`src/rtl/d_cache_responder_if.sv`:
```
// Request, response and memory-side signals of the d-cache responder.
// The slave modport is the cache; the master modport is the LSQ/memory side.
interface d_cache_responder_if #(
    parameter int ADDR_WIDTH      = 32,
    parameter int DATA_WIDTH      = 32,
    parameter int LSQ_INDEX_WIDTH = 3
);
    logic                       i_req_valid;
    logic                       i_req_mem_action;
    logic [ADDR_WIDTH-1:0]      i_req_addr;
    logic [DATA_WIDTH-1:0]      i_req_data;
    logic                       i_req_bypass_possible;
    logic [DATA_WIDTH-1:0]      i_req_bypass_data;
    logic [LSQ_INDEX_WIDTH-1:0] i_req_dispatch_index;
    logic                       o_dc_miss;
    logic                       o_resp_valid;
    logic [LSQ_INDEX_WIDTH-1:0] o_resp_dispatch_index;
    logic [DATA_WIDTH-1:0]      o_resp_data;
    logic                       o_mem_req_valid;
    logic                       o_mem_req_write;
    logic [ADDR_WIDTH-1:0]      o_mem_req_addr;
    logic [DATA_WIDTH-1:0]      o_mem_req_data;
    logic                       i_mem_req_ready;
    logic                       i_mem_resp_valid;
    logic [DATA_WIDTH-1:0]      i_mem_resp_data;

    modport slave (
        input  i_req_valid, i_req_mem_action, i_req_addr, i_req_data,
               i_req_bypass_possible, i_req_bypass_data, i_req_dispatch_index,
               i_mem_req_ready, i_mem_resp_valid, i_mem_resp_data,
        output o_dc_miss, o_resp_valid, o_resp_dispatch_index, o_resp_data,
               o_mem_req_valid, o_mem_req_write, o_mem_req_addr, o_mem_req_data
    );

    modport master (
        output i_req_valid, i_req_mem_action, i_req_addr, i_req_data,
               i_req_bypass_possible, i_req_bypass_data, i_req_dispatch_index,
               i_mem_req_ready, i_mem_resp_valid, i_mem_resp_data,
        input  o_dc_miss, o_resp_valid, o_resp_dispatch_index, o_resp_data,
               o_mem_req_valid, o_mem_req_write, o_mem_req_addr, o_mem_req_data
    );
endinterface

```
`src/rtl/d_cache_responder.sv`:
```
// Direct-mapped, one-word-per-line, write-through/no-allocate data cache that
// answers LSQ loads, forwards bypassed loads and refills on read misses.
module d_cache_responder #(
    parameter int ADDR_WIDTH      = 32,
    parameter int DATA_WIDTH      = 32,
    parameter int LSQ_INDEX_WIDTH = 3,
    parameter int LINES           = 16
) (
    input logic               clk,
    input logic               rst_n,
    d_cache_responder_if.slave bus
);
    localparam int IDX_W = $clog2(LINES);
    localparam int TAG_W = ADDR_WIDTH - IDX_W - 2;

    typedef enum logic [1:0] {
        IDLE      = 2'd0,
        MISS_REQ  = 2'd1,
        MISS_WAIT = 2'd2
    } state_t;

    state_t                     state_r;
    state_t                     next_state_s;
    logic [LINES-1:0]           line_valid_r;
    logic [TAG_W-1:0]           line_tag_r  [LINES];
    logic [DATA_WIDTH-1:0]      line_data_r [LINES];
    logic [ADDR_WIDTH-1:0]      miss_addr_r;
    logic                       resp_valid_r;
    logic [LSQ_INDEX_WIDTH-1:0] resp_index_r;
    logic [DATA_WIDTH-1:0]      resp_data_r;

    logic [IDX_W-1:0]           req_idx_s;
    logic [TAG_W-1:0]           req_tag_s;
    logic [IDX_W-1:0]           fill_idx_s;
    logic [TAG_W-1:0]           fill_tag_s;
    logic [ADDR_WIDTH-1:0]      req_word_addr_s;
    logic                       hit_s;
    logic                       load_accept_s;
    logic [DATA_WIDTH-1:0]      load_data_s;
    logic                       store_hit_we_s;
    logic                       fill_we_s;
    logic                       latch_miss_s;
    logic                       dc_miss_s;
    logic                       mem_valid_s;
    logic                       mem_write_s;
    logic [ADDR_WIDTH-1:0]      mem_addr_s;
    logic [DATA_WIDTH-1:0]      mem_data_s;
    logic                       addr_lsb_unused_s;

    assign req_idx_s         = bus.i_req_addr[IDX_W+1:2];
    assign req_tag_s         = bus.i_req_addr[ADDR_WIDTH-1:IDX_W+2];
    assign req_word_addr_s   = {bus.i_req_addr[ADDR_WIDTH-1:2], 2'b00};
    assign fill_idx_s        = miss_addr_r[IDX_W+1:2];
    assign fill_tag_s        = miss_addr_r[ADDR_WIDTH-1:IDX_W+2];
    assign hit_s             = line_valid_r[req_idx_s] && (line_tag_r[req_idx_s] == req_tag_s);
    assign addr_lsb_unused_s = ^bus.i_req_addr[1:0];

    // State register
    always_ff @(posedge clk or negedge rst_n) begin
        if (!rst_n) begin
            state_r <= IDLE;
        end else begin
            state_r <= next_state_s;
        end
    end

    // Next-state, stall and memory-request decode
    always_comb begin
        next_state_s   = state_r;
        dc_miss_s      = 1'b0;
        mem_valid_s    = 1'b0;
        mem_write_s    = 1'b0;
        mem_addr_s     = {ADDR_WIDTH{1'b0}};
        mem_data_s     = {DATA_WIDTH{1'b0}};
        load_accept_s  = 1'b0;
        load_data_s    = {DATA_WIDTH{1'b0}};
        store_hit_we_s = 1'b0;
        fill_we_s      = 1'b0;
        latch_miss_s   = 1'b0;
        case (state_r)
            IDLE: begin
                if (bus.i_req_valid) begin
                    if (bus.i_req_mem_action) begin
                        // Write-through: the store goes straight to memory and stalls until taken
                        mem_valid_s    = 1'b1;
                        mem_write_s    = 1'b1;
                        mem_addr_s     = req_word_addr_s;
                        mem_data_s     = bus.i_req_data;
                        dc_miss_s      = !bus.i_mem_req_ready;
                        store_hit_we_s = bus.i_mem_req_ready && hit_s;
                    end else if (bus.i_req_bypass_possible) begin
                        load_accept_s = 1'b1;
                        load_data_s   = bus.i_req_bypass_data;
                    end else if (hit_s) begin
                        load_accept_s = 1'b1;
                        load_data_s   = line_data_r[req_idx_s];
                    end else begin
                        dc_miss_s    = 1'b1;
                        latch_miss_s = 1'b1;
                        next_state_s = MISS_REQ;
                    end
                end else begin
                    next_state_s = IDLE;
                end
            end
            MISS_REQ: begin
                dc_miss_s   = 1'b1;
                mem_valid_s = 1'b1;
                mem_addr_s  = miss_addr_r;
                if (bus.i_mem_req_ready) begin
                    next_state_s = MISS_WAIT;
                end else begin
                    next_state_s = MISS_REQ;
                end
            end
            MISS_WAIT: begin
                dc_miss_s = 1'b1;
                if (bus.i_mem_resp_valid) begin
                    fill_we_s    = 1'b1;
                    next_state_s = IDLE;
                end else begin
                    next_state_s = MISS_WAIT;
                end
            end
            default: begin
                next_state_s = IDLE;
            end
        endcase
    end

    // Line valid bits and the latched miss address
    always_ff @(posedge clk or negedge rst_n) begin
        if (!rst_n) begin
            line_valid_r <= {LINES{1'b0}};
            miss_addr_r  <= {ADDR_WIDTH{1'b0}};
        end else begin
            if (fill_we_s) begin
                line_valid_r[fill_idx_s] <= 1'b1;
            end
            if (latch_miss_s) begin
                miss_addr_r <= req_word_addr_s;
            end
        end
    end

    // Tag and data arrays; a fill and a store hit never coincide
    always_ff @(posedge clk) begin
        if (fill_we_s) begin
            line_tag_r[fill_idx_s]  <= fill_tag_s;
            line_data_r[fill_idx_s] <= bus.i_mem_resp_data;
        end else if (store_hit_we_s) begin
            line_data_r[req_idx_s] <= bus.i_req_data;
        end
    end

    // Registered load response
    always_ff @(posedge clk or negedge rst_n) begin
        if (!rst_n) begin
            resp_valid_r <= 1'b0;
            resp_index_r <= {LSQ_INDEX_WIDTH{1'b0}};
            resp_data_r  <= {DATA_WIDTH{1'b0}};
        end else begin
            resp_valid_r <= load_accept_s;
            if (load_accept_s) begin
                resp_index_r <= bus.i_req_dispatch_index;
                resp_data_r  <= load_data_s;
            end
        end
    end

    // Stall and memory strobe are forced low while reset is held
    assign bus.o_dc_miss             = dc_miss_s & rst_n;
    assign bus.o_mem_req_valid       = mem_valid_s & rst_n;
    assign bus.o_mem_req_write       = mem_write_s;
    assign bus.o_mem_req_addr        = mem_addr_s;
    assign bus.o_mem_req_data        = mem_data_s;
    assign bus.o_resp_valid          = resp_valid_r;
    assign bus.o_resp_dispatch_index = resp_index_r;
    assign bus.o_resp_data           = resp_data_r;
endmodule

```
`src/flat_wrapper.sv`:
```
// flat-port wrapper written by rule: the top's interface ports become plain ports
module d_cache_responder_flat 
#(
    parameter int ADDR_WIDTH      = 32,
    parameter int DATA_WIDTH      = 32,
    parameter int LSQ_INDEX_WIDTH = 3,
    parameter int LINES           = 16
)
  (clk, rst_n, bus_i_req_valid, bus_i_req_mem_action, bus_i_req_addr, bus_i_req_data, bus_i_req_bypass_possible, bus_i_req_bypass_data, bus_i_req_dispatch_index, bus_i_mem_req_ready, bus_i_mem_resp_valid, bus_i_mem_resp_data, bus_o_dc_miss, bus_o_resp_valid, bus_o_resp_dispatch_index, bus_o_resp_data, bus_o_mem_req_valid, bus_o_mem_req_write, bus_o_mem_req_addr, bus_o_mem_req_data);
  d_cache_responder_if #(.ADDR_WIDTH(ADDR_WIDTH), .DATA_WIDTH(DATA_WIDTH), .LSQ_INDEX_WIDTH(LSQ_INDEX_WIDTH)) bus_i ();
  input logic clk;
  input logic rst_n;
  input wire logic [$bits(bus_i.i_req_valid)-1:0] bus_i_req_valid;
  input wire logic [$bits(bus_i.i_req_mem_action)-1:0] bus_i_req_mem_action;
  input wire logic [$bits(bus_i.i_req_addr)-1:0] bus_i_req_addr;
  input wire logic [$bits(bus_i.i_req_data)-1:0] bus_i_req_data;
  input wire logic [$bits(bus_i.i_req_bypass_possible)-1:0] bus_i_req_bypass_possible;
  input wire logic [$bits(bus_i.i_req_bypass_data)-1:0] bus_i_req_bypass_data;
  input wire logic [$bits(bus_i.i_req_dispatch_index)-1:0] bus_i_req_dispatch_index;
  input wire logic [$bits(bus_i.i_mem_req_ready)-1:0] bus_i_mem_req_ready;
  input wire logic [$bits(bus_i.i_mem_resp_valid)-1:0] bus_i_mem_resp_valid;
  input wire logic [$bits(bus_i.i_mem_resp_data)-1:0] bus_i_mem_resp_data;
  output wire logic [$bits(bus_i.o_dc_miss)-1:0] bus_o_dc_miss;
  output wire logic [$bits(bus_i.o_resp_valid)-1:0] bus_o_resp_valid;
  output wire logic [$bits(bus_i.o_resp_dispatch_index)-1:0] bus_o_resp_dispatch_index;
  output wire logic [$bits(bus_i.o_resp_data)-1:0] bus_o_resp_data;
  output wire logic [$bits(bus_i.o_mem_req_valid)-1:0] bus_o_mem_req_valid;
  output wire logic [$bits(bus_i.o_mem_req_write)-1:0] bus_o_mem_req_write;
  output wire logic [$bits(bus_i.o_mem_req_addr)-1:0] bus_o_mem_req_addr;
  output wire logic [$bits(bus_i.o_mem_req_data)-1:0] bus_o_mem_req_data;
  assign bus_i.i_req_valid = bus_i_req_valid;
  assign bus_i.i_req_mem_action = bus_i_req_mem_action;
  assign bus_i.i_req_addr = bus_i_req_addr;
  assign bus_i.i_req_data = bus_i_req_data;
  assign bus_i.i_req_bypass_possible = bus_i_req_bypass_possible;
  assign bus_i.i_req_bypass_data = bus_i_req_bypass_data;
  assign bus_i.i_req_dispatch_index = bus_i_req_dispatch_index;
  assign bus_i.i_mem_req_ready = bus_i_mem_req_ready;
  assign bus_i.i_mem_resp_valid = bus_i_mem_resp_valid;
  assign bus_i.i_mem_resp_data = bus_i_mem_resp_data;
  assign bus_o_dc_miss = bus_i.o_dc_miss;
  assign bus_o_resp_valid = bus_i.o_resp_valid;
  assign bus_o_resp_dispatch_index = bus_i.o_resp_dispatch_index;
  assign bus_o_resp_data = bus_i.o_resp_data;
  assign bus_o_mem_req_valid = bus_i.o_mem_req_valid;
  assign bus_o_mem_req_write = bus_i.o_mem_req_write;
  assign bus_o_mem_req_addr = bus_i.o_mem_req_addr;
  assign bus_o_mem_req_data = bus_i.o_mem_req_data;
  d_cache_responder #(.ADDR_WIDTH(ADDR_WIDTH), .DATA_WIDTH(DATA_WIDTH), .LSQ_INDEX_WIDTH(LSQ_INDEX_WIDTH), .LINES(LINES)) u_core (.clk(clk), .rst_n(rst_n), .bus(bus_i));
endmodule
```
`config.mk`:
```
export PLATFORM = sky130hd
export DESIGN_NAME = d_cache_responder_flat
export DESIGN_NICKNAME = d
export VERILOG_FILES = /design/src/rtl/d_cache_responder_if.sv /design/src/rtl/d_cache_responder.sv /design/src/flat_wrapper.sv
export SDC_FILE = /design/constraint.sdc
export NUM_CORES = 1
export LEC_CHECK = 0
export CAP_MARGIN = 20
export CELL_PAD_IN_SITES_DETAIL_PLACEMENT = 1
export CELL_PAD_IN_SITES_GLOBAL_PLACEMENT = 1
export CORE_MARGIN = 5
export CORE_UTILIZATION = 55
export CTS_CLUSTER_DIAMETER = 120
export DETAILED_ROUTE_END_ITERATION = 10
export GPL_ROUTABILITY_DRIVEN = 1
export GPL_TIMING_DRIVEN = 0
export PLACE_DENSITY_LB_ADDON = 0.1
export SLEW_MARGIN = 20
export SYNTH_ARGS = -nofsm -noshare
export SYNTH_HDL_FRONTEND = slang
export SYNTH_SLANG_ARGS = --single-unit
```
`constraint.sdc`:
```
create_clock -name clk -period 12.82 [get_ports clk]
set_input_delay 3.846 -clock clk [delete_from_list [all_inputs] [get_ports clk]]
set_output_delay 3.846 -clock clk [all_outputs]
set_load 0.005 [all_outputs]
```
After elaboration in Yosys (flattened, before gate mapping) --
Memory sizes are Yosys's and may differ from the RTL's. Cells that the tools add are included.
Storage, ports and cells: memories kept 2, output and inout bits 103, logic and storage cells 80, bits in writable memories 928, bits of input ports 138, register bits 84
Memories:
- u_core.line_data_r | words 16, width 32, rd ports 1, clocked after memory_dff 0, wr ports 1, RTL line d_cache_responder.sv:26 | logic [DATA_WIDTH-1:0] line_data_r [LINES];
- u_core.line_tag_r | words 16, width 26, rd ports 1, clocked after memory_dff 0, wr ports 1, RTL line d_cache_responder.sv:25 | logic [TAG_W-1:0] line_tag_r [LINES];
Cells by class: bitwise logic cells 3, equal/unequal tests 6, reduce and logical (&&, ||, !) cells 8, multiplexer cells 52, order comparisons 3
Operator list (number):
- 32-bit two-way mux | 11
- 32-bit case mux with 2 select lines | 1
- 32-bit OR reduction | 1
- 1-bit two-way mux | 28
- 26-bit equality test | 1
- 16-bit bitwise OR | 1
- 2-bit two-way mux | 6
- 4-bit by 5-bit < comparator with 1-bit output, second input constant | 2
- 3-bit != test, second input constant | 3
- 2-bit case mux with 3 select lines | 1
- 1-bit binary-select mux with 4-bit select | 1
- 1-bit demux with 4-bit select | 1
- 4-bit by 1-bit greater-or-equal comparator with 1-bit output, second input constant | 1
- 4-bit two-way mux | 1
- 1-bit case mux with 2 select lines | 2
- 1-bit logical AND | 3
- 3-bit AND reduction | 1
- 1-bit AND | 2
- 2-bit by 1-bit equality test with 1-bit output, second input constant | 1
- 2-bit equality test, second input constant | 1
- 2-bit zero test | 1
- 2-bit OR reduction | 1
- 1-bit zero test | 1

Depth between registers and ports, before layout --
Gate-level depths: netlist of run 1.
depth in word-level cells 12, gate-level depth with buffers 16, gate-level depth less buffers 9

Worst setup path after synthesis of run 1 --
OpenSTA, ideal clock, no wires.
path type in2out, from in bus_i_req_addr[2], to out bus_o_dc_miss, stages on the path 12, arrival time 6.674 ns, slack 2.300 ns, path through buf_2 -> buf_4 -> buf_2 -> mux4_2 -> a221oi_1 -> xnor2_1 -> nor2_1 -> nand4_1 -> and4bb_1 -> nor3_1 -> buf_2 -> o311a_1
On the way: cells in the longest elaborated chain, start to end 9
Ends and longest elaborated chain:
- start: declaration | RTL line flat_wrapper.sv:15 | input wire logic [$bits(bus_i.i_req_addr)-1:0] bus_i_req_addr;
- memory read 16 x 26 bit or 1-bit binary-select mux with 4-bit select (tied branches)
- 26-bit equality test or 1-bit two-way mux (tied branches) | RTL line d_cache_responder.sv:55 | assign hit_s = line_valid_r[req_idx_s] && (line_tag_r[req_idx_s] == req_tag_s);
- 1-bit logical AND * | RTL line d_cache_responder.sv:55
- 1-bit two-way mux * | RTL line d_cache_responder.sv:94 | end else if (hit_s) begin
- 1-bit two-way mux * | RTL line d_cache_responder.sv:91 | end else if (bus.i_req_bypass_possible) begin
- 1-bit two-way mux * | RTL line d_cache_responder.sv:83 | if (bus.i_req_mem_action) begin
- 1-bit two-way mux * | RTL line d_cache_responder.sv:82 | if (bus.i_req_valid) begin
- 1-bit case mux with 2 select lines * | RTL line d_cache_responder.sv:80 | case (state_r)
- 1-bit AND * | RTL line d_cache_responder.sv:172 | assign bus.o_dc_miss = dc_miss_s & rst_n;
- end: declaration | RTL line flat_wrapper.sv:23 | output wire logic [$bits(bus_i.o_dc_miss)-1:0] bus_o_dc_miss;
Mark *: on every way between the ends. The rest lies on a longest branch, timed or not. The select of a mux whose other input is x is not followed.

Worst setup path in the final report of run 1 --
from in bus_i_req_addr[4], to out bus_o_dc_miss
The elaborated chain is that of the path after synthesis.

==> summary.md, run 1 <==
| Metric | Value |
|---|---|
| # hold bufs at CTS | `0` |
| Synth Area per Inst | `21.62 sq um` |
| Final Util | `0.6622` |
| Most frequent cell after synthesis | `edfxtp_1` |
| Max Clock Freq | `0.07861 GHz` |
| Placer Congestion | `0.7899` |
| Critical R2R Launch | `u_core.line_tag_r[1][1]` |
| Number of synthesized flops with an enable pin | `928` |
| Status | `finished clean` |
| Vias per inst | `6.554` |
| Critical path class | `in2out` |
| Critical path launch point | `bus_i_req_addr[4]` |
| Top post-synthesis cells by area | `edfxtp_1 (69%), mux4_2 (15%), dfrtp_1 (5.2%), mux2i_1 (1.5%), mux2_2 (1.1%)` |
| Met2 WL post-DR | `57810 um` |
| DRC violations left | `0` |
| Post-place setup slack | `-515.0 ps` |
| Max VDD drop | `131.2 uV` |
| Final Max Slew Viols | `0` |
| Initial antenna violation count | `3` |
| Multiplexer share of the synthesized area | `0.1866` |
| Dominant cell type by area after synthesis | `edfxtp_1` |
| Final ANT Viol Nets | `0` |
| Worst Clk Skew | `32.72 ps` |
| All-Layer GR Usage | `0.2923` |
| Worst r2r dst | `u_core.line_data_r[13][9]` |
| Hold Path Class | `reg2reg` |
| Largest net degree at the start of global routing | `55` |
| Tcrit/Tclk final | `0.9922` |
| Hold Fails Final Rpt | `0` |
| Vias | `21.60k` |
| Simple-gate portion of the synthesized area | `0.02118` |
| Placed insts | `3103` |
| Crit-path max cell delay | `710 ps` |
| CTS Buf Count | `101` |
| Die Wd | `281.2 um` |
| Pwr Density | `171.0 nW/um^2` |
| Num Clock Sinks | `1012` |
| I/O pins | `241` |
| WP data arrival | `8870 ps` |
| Fin cells | `3296` |
| WL per Instance | `34.79 um` |
| CTS tree | `yes` |
| CP endpoint | `bus_o_dc_miss` |
| M1 WL | `43700 um` |
| Post-Synth XOR/XNOR Area | `0.008226` |
| Reg clk slew, reported paths | `60 ps` |
| First-pass GRT wire length | `165200 um` |
| 1st-iter DRT viols | `2309` |
| Hpwl dp | `71540 um` |
| Synth Warn # | `0` |
| Cells along the critical path | `clkdlybuf4s50_1 > clkinv_1 > buf_2 > mux4_2 > xor2_1 > nor4_1 > nand4_1 > and4bb_1 > nor3_2 > buf_2 > o311a_1 > clkdlybuf4s50_1` |
| Clock Path Buffers | `3` |
| Clock root cell | `clkbuf_16` |
| DR top layer | `met5` |
| Maxcap violations | `0` |
| Core Area | `72960 sq um` |
| Top FF cell, synth | `edfxtp_1` |
| Setup tns final | `0 ps` |
| Max_slew headroom | `0.2541` |
| Least-Margin Pin Slew | `1119 ps` |
| Crit Path Max Fanout | `10` |
| Routed WL | `114700 um` |
| DRT Pass-1 Iters | `5` |
| Largest family of logic cells by synthesized area | `multiplexers` |
| CP Launch Type | `primary input` |
| Cell count after synthesis | `1871` |
| CTS HTree Levels | `3` |
| Die Y | `281.2 um` |
| Area share of the largest cell type after synthesis | `0.6887` |
| Area grow syn2layout | `19.42%` |
| Mapped Area | `40460 sq um` |
| Post-synthesis compound-gate area fraction | `0.02703` |
| Met3 wire len | `9154 um` |
| Vias in the first global route | `23.09k` |
| Hold Path Origin | `u_core.line_valid_r[9]` |
| Nets | `2389` |
| PnR worst setup slack | `99.43 ps` |
| Die footprint | `79090 sq um` |
| Worst R2R Setup Slack | `7740 ps` |
| RSZ-0062 raised after global routing | `false` |
| Cell row count | `99` |
| Crit path time final | `12720 ps` |
| Leakage power | `15.91 nW` |
| Filler Cells Inserted | `5839` |
| Setup-failing EPs final | `0` |
| Register bit total from synthesis | `1012` |
| Slowest CP cell | `nor4_1` |
| Post-synthesis sequential area ratio | `0.7407` |
| Crit. End Element | `output port` |
| I/O Buffers | `231` |
| Clock Latency Late Sink | `680 ps` |
| Starting density of the core | `0.5546` |
| Share of cells above drive strength 1 | `0.2731` |
| Reg2reg path depth | `11` |
| Post-synthesis adder-cell area fraction | `0.001237` |
| Total congestion overflow | `0` |
| Ys async rst share | `0.08300` |
| Commonest cells in the netlist | `edfxtp_1 (928), mux4_2 (270), dfrtp_1 (84)` |
| Req. time, crit path | `8970 ps` |
| Netlist cell types | `51` |
[state kept, by name, summed over array words and instances, names as in the netlist]
signal	cells
u_core.line_data_r	512
u_core.bus.o_resp_valid	1
u_core.line_valid_r	16
u_core.line_tag_r	416
u_core.miss_addr_r	30
u_core.bus.o_resp_data	32
u_core.state_r	2
u_core.bus.o_resp_dispatch_index	3
[worst min path at each step]
stage	to	slack [ps]	cells after the start
final	u_core.line_valid_r[9]	470	1
after global routing	u_core.line_valid_r[4]	490	1
after CTS	u_core.line_valid_r[9]	470	1
after detailed placement	u_core.line_valid_r[11]	460	1
after global placement	u_core.line_valid_r[3]	450	1
after floorplan	u_core.line_valid_r[3]	430	1
[area by class of cell]
type	instances	area, sq um	area share
Clock inverter	56	570.5	0.01181
Antenna cell	1	2.502	0.00005179
Clock buffer	136	2793	0.05780
Sequential cell	1012	29970	0.6203
Multi-Input combinational cell	737	10110	0.2092
Inverter	8	30.03	0.0006215
Timing Repair Buffer	272	3048	0.06308
Tap cell	959	1200	0.02483
Buffer	115	594.3	0.01230
[critical path: cells and delay by family]
| family | cells | cell delay, ps |
|---|---|---|
| buffers and inverters | 5 | 2260 |
| and+or+nand+nor | 4 | 1530 |
| muxes | 1 | 510 |
| AOI/OAI and AO/OA | 1 | 510 |
| xor gates and xnor gates | 1 | 200 |
[metrics by stage]
step | total power, mW | hold slack (ps) | instance area [sq um]
2_1_floorplan | 4.683 | 433.4 | 40460
3_3_place_gp | 5.192 | 445.8 | 43980
3_5_place_dp | 5.303 | 463.1 | 44920
4_1_cts | 8.278 | 471.9 | 48310
5_1_grt | 8.541 | 490.4 | 48310
6_report | 8.260 | 467.2 | 48320
[power by group]
group          total, mW  internal, mW  switching [mW]
logic               1.01         0.488           0.524
registers           4.24          3.97           0.272
clock network       3.00          1.75            1.25
[cell usage in the layout (no fill, tap or decap), types with 18 or more instances in the layout]
cell / n
o21ai_0: 37
mux4_2: 270
buf_4: 23
mux2i_1: 59
clkdlybuf4s50_1: 230
clkinv_1: 18
xnor2_1: 23
a22o_1: 34
dfrtp_1: 84
mux2_2: 39
and2_1: 66
mux2_4: 27
clkbuf_16: 104
clkbuf_1: 72
buf_2: 26
a22oi_1: 33
clkinv_2: 19
edfxtp_1: 928
[routing by layer]
layer	up-vias	track usage
met2	1160	0.4860
met3	204	0.05732
met4	2	0.09070
met1	11670	0.4000
met5	-	0
li1	8567	-
[cell families (layout without fill, tap and decap cells)]
logic type,count (synthesis),after routing
adder cells (fa/ha/maj),4,4
other,1,3
AND/OR/NAND/NOR,149,149
XOR/XNOR,38,38
buffers and inverters,123,587
AO/OA/AOI/OAI,146,146
multiplexers,398,398
flip-flops,1012,1012
[what timing repair did]
action,4_1_cts,5_1_grt
gates resized for setup,6,4
buffers inserted,0,0
gates cloned,0,0
setup endpoints to repair,1,1
(Power assumes the default switching activity.)
==> run 2: changes to the inputs <==
--- a/config.mk
+++ b/config.mk
@@ -15,7 +15,7 @@
 export GPL_ROUTABILITY_DRIVEN = 1
 export GPL_TIMING_DRIVEN = 0
 export PLACE_DENSITY_LB_ADDON = 0.1
-export SLEW_MARGIN = 20
+export SLEW_MARGIN = 15
 export SYNTH_ARGS = -nofsm -noshare
 export SYNTH_HDL_FRONTEND = slang
 export SYNTH_SLANG_ARGS = --single-unit
==> summary.md, run 2 (synthesized netlist as in run 1, its figures left out) <==
| Metric | Value |
|---|---|
| Max Clock Freq | `0.07871 GHz` |
| WP data arrival | `8860 ps` |
| DRC violations left | `0` |
| Leakage power | `15.96 nW` |
| Worst Clk Skew | `19.26 ps` |
| 1st-iter DRT viols | `2374` |
| Initial antenna violation count | `4` |
| Final Power | `8.327 mW` |
| Final Max Slew Viols | `0` |
| Hpwl dp | `72100 um` |
| Crit Path Max Fanout | `10` |
| Cell row count | `99` |
| WHS | `469.3 ps` |
| Fin cells | `3296` |
| WL per Instance | `34.97 um` |
| Filler Cells Inserted | `5801` |
| Hold Fails Final Rpt | `0` |
| Nets | `2395` |
| # hold bufs at CTS | `0` |
| Max VDD drop | `130.8 uV` |
| Maxcap violations | `0` |
| Final Util | `0.6639` |
| Final ANT Viol Nets | `0` |
| Die Wd | `281.2 um` |
| Crit path time final | `12700 ps` |
| Placed insts | `3106` |
| Status | `finished clean` |
| Least-Margin Pin Slew | `1142 ps` |
| Reg clk slew, reported paths | `60 ps` |
| Hold Path Class | `reg2reg` |
| Setup tns final | `0 ps` |
| Req. time, crit path | `8970 ps` |
| I/O pins | `241` |
| Max FFs per register | `512` |
| Crit. End Element | `output port` |
| Pwr Density | `171.9 nW/um^2` |
| Tcrit/Tclk final | `0.9910` |
| Commonest non-fill, non-tap cell in the layout | `edfxtp_1` |
| Die footprint | `79090 sq um` |
| Clock Path Buffers | `3` |
| Largest Register | `u_core.line_data_r` |
| Total congestion overflow | `0` |
| CTS HTree Levels | `3` |
| Die Y | `281.2 um` |
| Max_slew headroom | `0.2387` |
| Core Area | `72960 sq um` |
| Largest net degree at the start of global routing | `61` |
| I/O Buffers | `231` |
| Placer Congestion | `0.7899` |
| DRT Pass-1 Iters | `7` |
| RSZ-0062 raised after global routing | `false` |
| All-Layer GR Usage | `0.2942` |
| Clock root cell | `clkbuf_16` |
| Vias in the first global route | `23.18k` |
| Vias | `21.31k` |
| Most frequent cells in the layout | `edfxtp_1 (928), mux4_2 (270), clkdlybuf4s50_1 (230)` |
| First-pass GRT wire length | `165200 um` |
| Critical path class | `in2out` |
| CTS tree | `yes` |
| Starting density of the core | `0.5546` |
| Clock Latency Late Sink | `660 ps` |
| Vias per inst | `6.466` |
| Area grow syn2layout | `19.71%` |
| CTS Buf Count | `101` |
| Share of cells above drive strength 1 | `0.2693` |
| Setup-failing EPs final | `0` |
| Routed WL | `115300 um` |
| Num Clock Sinks | `1012` |
| CP Launch Type | `primary input` |
-- run 2: changes by cell type in the layout (fill, tap and decap cells not counted), moves of 4 or more --
| cell | before | now |
|---|---|---|
| buf_8 | 2 | 6 |
| bufinv_16 | 11 | 15 |
| buf_6 | 15 | 20 |
| buf_4 | 23 | 18 |
| clkinv_2 | 19 | 15 |
| clkbuf_2 | 8 | 3 |
-- run 2: power by group --
part,internal (mW),switching [mW]
combinational,0.492,0.528
sequential,3.97,0.271
clock,1.83,1.23
total,6.30,2.03
-- run 2: layout make-up --
cell class	count	area, sq um	share of cell area
Inverter	8	30.03	0.0006200
Buffer	115	579.3	0.01196
Clock inverter	50	608.1	0.01255
Antenna cell	1	2.502	0.00005166
Timing Repair Buffer	278	3152	0.06507
Multi-Input combinational cell	737	10080	0.2082
Sequential cell	1012	29970	0.6187
Tap cell	959	1200	0.02477
Clock buffer	136	2814	0.05810
-- run 2: worst max-delay path, stage by stage --
cell,delay [ps]
buf_2,250
clkbuf_1,750
mux4_2,440
xnor2_1,150
nor2_1,50
a2111oi_0,690
a31oi_1,90
a2111oi_1,550
and4bb_1,480
nor3_2,160
buf_2,360
o311a_1,520
clkdlybuf4s50_1,490
-- run 2: final timing paths --
check,start,end,slack [ps],cells after the start
max in group asynchronous,rst_n,u_core.bus.o_resp_data[2],9010,2
min reg2reg,u_core.line_valid_r[13],u_core.line_valid_r[13],470,1
max,bus_i_req_addr[3],bus_o_dc_miss,120,13
min,u_core.line_valid_r[13],u_core.line_valid_r[13],470,1
max reg2reg,u_core.line_tag_r[7][0],u_core.line_data_r[13][10],7750,12
min in group asynchronous,rst_n,u_core.line_valid_r[10],3070,1
-- run 2: metal layers --
layer  global-route usage  routed length (um)  share of wire  up-vias
met5                    0                  27        0.00023        -
met4               0.1016                4277          0.037        4
met3              0.07476               10330          0.090      223
met2               0.4820               57480           0.50     1160
met1               0.3922               43160           0.37    11340
li1                     -                   -              -     8584
-- run 2: stage by stage --
step                setup WS [ps]  cell area, sq um
finish                      115.8             48440
global route                40.12             48430
CTS                         2.570             48400
detailed placement         -503.2             44970
global placement           -425.5             43980
floorplan                    2300             40460
-- run 2: repair_timing --
item	4_1_cts	5_1_grt
setup buffers	0	0
endpoints found under the hold margin	0	0
gates resized for setup	3	1
endpoints found under the setup margin	1	1
